===== src/rtl/rv32_single_cycle_core.sv =====
`default_nettype none
`timescale 1ns/1ps
// ============================================================================
// Module   : rv32_single_cycle_core
// Purpose  : Single-cycle RV32I-subset core: PC, decoder, ALU, 32x32 regfile.
//            Executes one instruction per clock from an external ROM and
//            flags EBREAK (stop) and illegal/ALU errors.
// Revision : 1.0 - initial release
// ============================================================================
module rv32_single_cycle_core #(
    parameter int ROM_ADDR_W = 16,
    parameter int RAM_ADDR_W = 16
) (
    input  logic                  clk,
    input  logic                  reset,
    output logic                  stop,
    output logic [1:0]            error,
    input  logic [31:0]           rom_data,
    output logic [ROM_ADDR_W-1:0] rom_address,
    input  logic [31:0]           ram_data,
    output logic [RAM_ADDR_W-1:0] ram_address,
    output logic                  ram_write_enable,
    output logic [31:0]           ram_write_data,
    input  logic [4:0]            dbg_reg_sel,
    output logic [31:0]           dbg_reg_data
);

    localparam logic [6:0]  c_OPC_OP     = 7'b0110011;
    localparam logic [6:0]  c_OPC_OPIMM  = 7'b0010011;
    localparam logic [6:0]  c_OPC_LUI    = 7'b0110111;
    localparam logic [6:0]  c_OPC_JAL    = 7'b1101111;
    localparam logic [6:0]  c_OPC_BRANCH = 7'b1100011;
    localparam logic [31:0] c_EBREAK     = 32'h0010_0073;
    localparam logic [6:0]  c_F7_ZERO    = 7'b0000000;
    localparam logic [6:0]  c_F7_ALT     = 7'b0100000;

    localparam logic [3:0]  c_ALU_ADD  = 4'd0;
    localparam logic [3:0]  c_ALU_SUB  = 4'd1;
    localparam logic [3:0]  c_ALU_AND  = 4'd2;
    localparam logic [3:0]  c_ALU_OR   = 4'd3;
    localparam logic [3:0]  c_ALU_XOR  = 4'd4;
    localparam logic [3:0]  c_ALU_SLL  = 4'd5;
    localparam logic [3:0]  c_ALU_SRL  = 4'd6;
    localparam logic [3:0]  c_ALU_SRA  = 4'd7;
    localparam logic [3:0]  c_ALU_SLT  = 4'd8;
    localparam logic [3:0]  c_ALU_SLTU = 4'd9;

    localparam logic [1:0]  c_WB_ALU  = 2'd0;
    localparam logic [1:0]  c_WB_LUI  = 2'd1;
    localparam logic [1:0]  c_WB_LINK = 2'd2;

    logic [ROM_ADDR_W-1:0] r_pc;
    logic [31:0]           r_regs [32];

    logic [6:0]  w_opcode, w_funct7;
    logic [2:0]  w_funct3;
    logic [4:0]  w_rd, w_rs1, w_rs2;
    logic [31:0] w_imm_i, w_imm_b, w_imm_j, w_imm_u, w_imm_pc;
    logic [31:0] w_rs1_val, w_rs2_val, w_src2, w_alu_res, w_wb_data;
    logic [3:0]  w_alu_op;
    logic [1:0]  w_wb_sel;
    logic        w_illegal, w_reg_we, w_src2_imm, w_is_branch, w_is_jal, w_is_ebreak;
    logic        w_alu_err, w_br_cond, w_taken, w_misaligned, w_commit;
    logic [ROM_ADDR_W-1:0] w_pc_plus4, w_target;
    logic        w_unused_ram;

    assign w_opcode = rom_data[6:0];
    assign w_rd     = rom_data[11:7];
    assign w_funct3 = rom_data[14:12];
    assign w_rs1    = rom_data[19:15];
    assign w_rs2    = rom_data[24:20];
    assign w_funct7 = rom_data[31:25];

    assign w_imm_i = {{20{rom_data[31]}}, rom_data[31:20]};
    assign w_imm_b = {{19{rom_data[31]}}, rom_data[31], rom_data[7], rom_data[30:25], rom_data[11:8], 1'b0};
    assign w_imm_j = {{11{rom_data[31]}}, rom_data[31], rom_data[19:12], rom_data[20], rom_data[30:21], 1'b0};
    assign w_imm_u = {rom_data[31:12], 12'b0};

    // x0 is never written, but reads are forced to zero explicitly as well
    assign w_rs1_val    = (w_rs1 == 5'd0) ? 32'd0 : r_regs[w_rs1];
    assign w_rs2_val    = (w_rs2 == 5'd0) ? 32'd0 : r_regs[w_rs2];
    assign dbg_reg_data = (dbg_reg_sel == 5'd0) ? 32'd0 : r_regs[dbg_reg_sel];

    // Instruction decode: classify the word and pick ALU op / write-back source
    always_comb begin
        w_illegal   = 1'b0;
        w_reg_we    = 1'b0;
        w_src2_imm  = 1'b0;
        w_is_branch = 1'b0;
        w_is_jal    = 1'b0;
        w_is_ebreak = 1'b0;
        w_alu_op    = c_ALU_ADD;
        w_wb_sel    = c_WB_ALU;
        case (w_opcode)
            c_OPC_OP: begin
                w_reg_we = 1'b1;
                if (w_funct7 == c_F7_ZERO) begin
                    case (w_funct3)
                        3'b000:  w_alu_op = c_ALU_ADD;
                        3'b001:  w_alu_op = c_ALU_SLL;
                        3'b010:  w_alu_op = c_ALU_SLT;
                        3'b011:  w_alu_op = c_ALU_SLTU;
                        3'b100:  w_alu_op = c_ALU_XOR;
                        3'b101:  w_alu_op = c_ALU_SRL;
                        3'b110:  w_alu_op = c_ALU_OR;
                        default: w_alu_op = c_ALU_AND;
                    endcase
                end else if (w_funct7 == c_F7_ALT && w_funct3 == 3'b000) begin
                    w_alu_op = c_ALU_SUB;
                end else if (w_funct7 == c_F7_ALT && w_funct3 == 3'b101) begin
                    w_alu_op = c_ALU_SRA;
                end else begin
                    w_illegal = 1'b1;
                end
            end
            c_OPC_OPIMM: begin
                w_reg_we   = 1'b1;
                w_src2_imm = 1'b1;
                case (w_funct3)
                    3'b000: w_alu_op = c_ALU_ADD;
                    3'b010: w_alu_op = c_ALU_SLT;
                    3'b011: w_alu_op = c_ALU_SLTU;
                    3'b100: w_alu_op = c_ALU_XOR;
                    3'b110: w_alu_op = c_ALU_OR;
                    3'b111: w_alu_op = c_ALU_AND;
                    // funct7 field also holds shamt[5], which must be zero on RV32
                    3'b001: begin
                        if (w_funct7 == c_F7_ZERO) w_alu_op = c_ALU_SLL;
                        else                       w_illegal = 1'b1;
                    end
                    default: begin
                        if (w_funct7 == c_F7_ZERO)     w_alu_op = c_ALU_SRL;
                        else if (w_funct7 == c_F7_ALT) w_alu_op = c_ALU_SRA;
                        else                           w_illegal = 1'b1;
                    end
                endcase
            end
            c_OPC_LUI: begin
                w_reg_we = 1'b1;
                w_wb_sel = c_WB_LUI;
            end
            c_OPC_JAL: begin
                w_reg_we = 1'b1;
                w_wb_sel = c_WB_LINK;
                w_is_jal = 1'b1;
            end
            c_OPC_BRANCH: begin
                w_is_branch = 1'b1;
                if (w_funct3 == 3'b010 || w_funct3 == 3'b011) w_illegal = 1'b1;
            end
            default: begin
                if (rom_data == c_EBREAK) w_is_ebreak = 1'b1;
                else                      w_illegal   = 1'b1;
            end
        endcase
    end

    assign w_src2 = w_src2_imm ? w_imm_i : w_rs2_val;

    // ALU: 32-bit modulo arithmetic, shifts use the low five bits of src2
    always_comb begin
        w_alu_err = 1'b0;
        w_alu_res = 32'd0;
        case (w_alu_op)
            c_ALU_ADD:  w_alu_res = w_rs1_val + w_src2;
            c_ALU_SUB:  w_alu_res = w_rs1_val - w_src2;
            c_ALU_AND:  w_alu_res = w_rs1_val & w_src2;
            c_ALU_OR:   w_alu_res = w_rs1_val | w_src2;
            c_ALU_XOR:  w_alu_res = w_rs1_val ^ w_src2;
            c_ALU_SLL:  w_alu_res = w_rs1_val << w_src2[4:0];
            c_ALU_SRL:  w_alu_res = w_rs1_val >> w_src2[4:0];
            c_ALU_SRA:  w_alu_res = $signed(w_rs1_val) >>> w_src2[4:0];
            c_ALU_SLT:  w_alu_res = {31'd0, $signed(w_rs1_val) < $signed(w_src2)};
            c_ALU_SLTU: w_alu_res = {31'd0, w_rs1_val < w_src2};
            default:    w_alu_err = 1'b1;
        endcase
    end

    // Branch condition evaluation on rs1 versus rs2
    always_comb begin
        w_br_cond = 1'b0;
        case (w_funct3)
            3'b000:  w_br_cond = (w_rs1_val == w_rs2_val);
            3'b001:  w_br_cond = (w_rs1_val != w_rs2_val);
            3'b100:  w_br_cond = ($signed(w_rs1_val) <  $signed(w_rs2_val));
            3'b101:  w_br_cond = ($signed(w_rs1_val) >= $signed(w_rs2_val));
            3'b110:  w_br_cond = (w_rs1_val <  w_rs2_val);
            3'b111:  w_br_cond = (w_rs1_val >= w_rs2_val);
            default: w_br_cond = 1'b0;
        endcase
    end

    // PC arithmetic is ROM_ADDR_W wide so it wraps at the top of ROM space
    assign w_imm_pc     = w_is_jal ? w_imm_j : w_imm_b;
    assign w_pc_plus4   = r_pc + ROM_ADDR_W'(4);
    assign w_target     = r_pc + w_imm_pc[ROM_ADDR_W-1:0];
    assign w_taken      = (w_is_branch & w_br_cond) | w_is_jal;
    assign w_misaligned = w_taken & (w_target[1:0] != 2'b00);

    // Status is masked during reset because the ROM may present garbage then
    assign stop     = reset & w_is_ebreak;
    assign error    = {reset & (w_illegal | w_misaligned), reset & w_alu_err};
    assign w_commit = (error == 2'b00) & ~stop;

    // Write-back source selection
    always_comb begin
        w_wb_data = w_alu_res;
        case (w_wb_sel)
            c_WB_LUI:  w_wb_data = w_imm_u;
            c_WB_LINK: w_wb_data = 32'(w_pc_plus4);
            default:   w_wb_data = w_alu_res;
        endcase
    end

    // Program counter: advances only when the instruction commits
    always_ff @(posedge clk or negedge reset) begin
        if (!reset)        r_pc <= '0;
        else if (w_commit) r_pc <= w_taken ? w_target : w_pc_plus4;
    end

    // Register file write-back; x0 writes are dropped
    always_ff @(posedge clk or negedge reset) begin
        if (!reset) begin
            for (int i = 0; i < 32; i++) r_regs[i] <= 32'd0;
        end else if (w_commit && w_reg_we && w_rd != 5'd0) begin
            r_regs[w_rd] <= w_wb_data;
        end
    end

    assign rom_address      = r_pc;
    assign ram_address      = '0;
    assign ram_write_enable = 1'b0;
    assign ram_write_data   = 32'd0;
    assign w_unused_ram     = ^ram_data;

endmodule
`default_nettype wire


===== config.mk =====
export PLATFORM = sky130hd
export DESIGN_NAME = rv32_single_cycle_core
export DESIGN_NICKNAME = d
export VERILOG_FILES = /design/src/rtl/rv32_single_cycle_core.sv
export SDC_FILE = /design/constraint.sdc
export NUM_CORES = 2
export LEC_CHECK = 0
export CAP_MARGIN = 40
export CORE_MARGIN = 4
export CORE_UTILIZATION = 31
export DETAILED_ROUTE_END_ITERATION = 8
export PLACE_DENSITY = 0.56
export REMOVE_ABC_BUFFERS = 1
export SYNTH_ARGS = -nofsm -noshare
export SYNTH_HDL_FRONTEND = slang
export SYNTH_SLANG_ARGS = --single-unit

===== constraint.sdc =====
create_clock -name clk -period 15.8 [get_ports clk]
set_clock_uncertainty 0.15 [all_clocks]
set_input_delay 3.16 -clock clk [delete_from_list [all_inputs] [get_ports clk]]
set_output_delay 3.16 -clock clk [all_outputs]
set_load 0.02 [all_outputs]

==> results.md <==
- Setup violators final: 0
- Die Wd: 499 um
- Worst slack, placed: 2790 ps
- Clk pin slew, worst setup/hold paths: 60 ps
- Tightest Pin Transition: 1040 ps
- Critical R2R Launch: r_regs[696]
- R2R setup slack: 8270 ps
- CP max FO: 15
- H-tree depth: 3
- Slew Limit Fails: 0
- Switching power: 2.10 mW
- Final worst path period share: 82.5%
- CP required: 12,490 ps
- Die span in y: 499 um
- Yosys top cell area share: 34.8%
- Largest net degree at the start of global routing: 138
- Syn Std Cell Area: 74,600 um2
- Synth Flop Type: dfrtp_1
- Max VDD drop: 0.0987 mV
- R2r endpoint: r_regs[567]
- Hold buffer count at CTS: 0
- Clock tree sinks: 1,039
- Hold Vio Cnt, Final: 0
- Core Rows: 179
- Utilization after layout: 34.6%
- Clk root buf: clkbuf_16
- Count leader, synth: nand2_1
- # Post-CTS Setup Buffers: 0
- Post-DP HPWL: 197,000 um
- Area delta synth->final: 10.6%
- Critical path cell sequence: clkdlybuf4s50_1, buf_4, or3b_2, o22ai_1, a2111oi_0, a211o_1, inv_1, ha_1, inv_1, nor4_1, nand4b_1, mux2i_1, nand2_1, nor3_1, buf_4, o21ai_0, o21ai_0, and2_1, clkdlybuf4s50_1
- Mapped Avg Cell Area: 10.7 um2
- WHS Path Cells: 0
- Clock network fraction of design power: 41.8%
- Starting Density: 31.3%
- Grt ovf: 0
- DRT Pass-1 Iters: 7
- Post_cts resized: 0
- CP Capture Type: output port
- Vias per cell: 6.23
- Final min period: 13,030 ps
- Input/output buffers: 87
- Sequential cell fraction of total power: 40.0%
- Worst r2r path cells: 20
- GRT Resource Usage Total: 24.5%
- Ports: 171
- Synth area leader: dfrtp_1
- First-pass GRT wire length: 448,000 um
- Final ANT Viol Nets: 0
- RSZ-0062 raised after global routing: false
- Netlist cell types: 117
- Synth Instances: 6,957
- Total wire length: 313,000 um
- Final #Nets: 6,890
- Hold path startpoint: r_regs[1000]
- Die area: 249,000 um2
- Clk Latency, worst-skew pair: 780 ps
- Setup ws final: 2770 ps
- CTS buffer count: 115
- WL/cell: 31.5 um
- Worst Hold End: r_regs[1000]
- Initial antenna violation count: 7
- Top layer in use: met4
- Status: complete, no violations
- Max-cap violations: 0
- Share of layout cells above drive strength 1: 23.7%
- Synth area leaders: dfrtp_1, mux4_2, nand2_1
- P_int: 4.80 mW
- Worst Path Arrival: 9720 ps
- Critical path type: in2out
- Max Fclk: 0.0767 GHz
- Vias: 62,000
- Wire length on met3: 32,300 um
- Setup tns final: 0 ps
- Remaining DRCs: 0
- Net Sw Frac: 30.5%
- Wire length on met2: 138,000 um
- Nature of the critical path startpoint: input port
- Routability cong.: 1.03
- Seq cells post-synth: 1,039
- Ys Warns: 0
- Slew Limit Headroom: 30.7%
- Wl on met1: 126,000 um
- Post-synth ARST share: 100%
- P_leak: 33.5 nW
- PD cells: 83.7 nW/um2
- Vias in the first global route: 59,900
- Crit-path slowest cell: or3b_2
- CTS max path bufs: 3
- Core area: 239,000 um2
- # fillers: 23,800
- Hold WC Path Type: reg2reg
- Slowest stage delay, CP: 770 ps
- Iteration-0 DRC Markers: 8,000
- Number of enable flip-flop cells after synthesis: 0
- Commonest cells post-synth: nand2_1, dfrtp_1, mux4_2
- Sequential area share after synthesis: 34.8%
- CTS tree: built
- Combinational power share: 18.2%
==> power groups by stage <==
stage | sequential (mW) | clock, mW | combinational, mW
final | 2.77 | 2.88 | 1.26
after global routing | 2.77 | 3.02 | 1.32
after CTS | 2.76 | 2.91 | 1.23
after detailed placement | 2.81 | 0 | 1.22
after global placement | 2.81 | 0 | 1.20
after floorplan | 2.81 | 0 | 0.601
==> cell families after synthesis <==
group           share of synthesized area, %
compound gates                          15.0
xor+xnor                               0.610
fa+ha+maj                               2.55
buf+inv                                 6.01
flops                                   34.8
mux                                     31.0
other cells                          0.00503
simple gates                            9.97
==> routing by layer <==
metal	vias up	GRT usage (%)
met5	-	0
met4	0	12.0
met3	715	5.61
met2	3767	36.8
met1	31900	33.2
li1	25600	-
==> cell usage in the layout (no fill, tap or decap), types with 59 or more instances in the layout <==
cell,instances
nor2_1,245
nand2_1,1087
a21oi_1,245
o21ai_0,657
dfrtp_1,1039
a211oi_1,63
mux2i_1,208
mux4_2,793
clkbuf_16,117
inv_1,101
ha_1,147
clkdlybuf4s50_1,72
nand4_1,68
nor3_1,59
o21ai_1,258
a22oi_1,87
mux2_2,247
buf_4,180
==> registers in the layout (all words and copies together), names as in the netlist <==
register / flops
r_regs: 1024
rom_address: 15
==> metrics by stage <==
stage          total power, mW  instances  cell area [um2]  hold slack (ps)
3_3_place_gp              4.01       9684            77900              225
4_1_cts                   6.91       9933            82500              249
3_5_place_dp              4.04       9716            78400              236
6_report                  6.91       9944            82500              253
5_1_grt                   7.11       9937            82500              264
2_1_floorplan             3.41       6223            70700              213
==> worst max-delay path by stage <==
stage / startpoint / to / cells after the start
6_report: rom_data[18] / error[1] / 19
3_3_place_gp: rom_data[20] / error[1] / 18
2_1_floorplan: rom_data[16] / error[1] / 16
5_1_grt: rom_data[20] / error[1] / 18
4_1_cts: rom_data[20] / error[1] / 18
3_5_place_dp: rom_data[20] / error[1] / 18
==> critical path: cells and delay by family <==
family	cells	cell delay, ps
AND/OR/NAND/NOR	6	2230
adder cells (fa/ha/maj)	1	390
multiplexers	1	360
buffers and inverters	6	1960
AO/OA/AOI/OAI	5	1530
==> layout make-up <==
class                           instances  area, um2  area share [%]
Antenna cell                            8       20.0          0.0243
Clock buffer                          161       3310            4.02
Clock inverter                         56        704           0.854
Inverter                              115        432           0.523
Multi-Input combinational cell       5069      44500            54.0
Sequential cell                      1039      26000            31.5
Tap cell                             3167       3960            4.80
Timing Repair Buffer                  329       3540            4.30
Power figures use the tool's default switching activity.
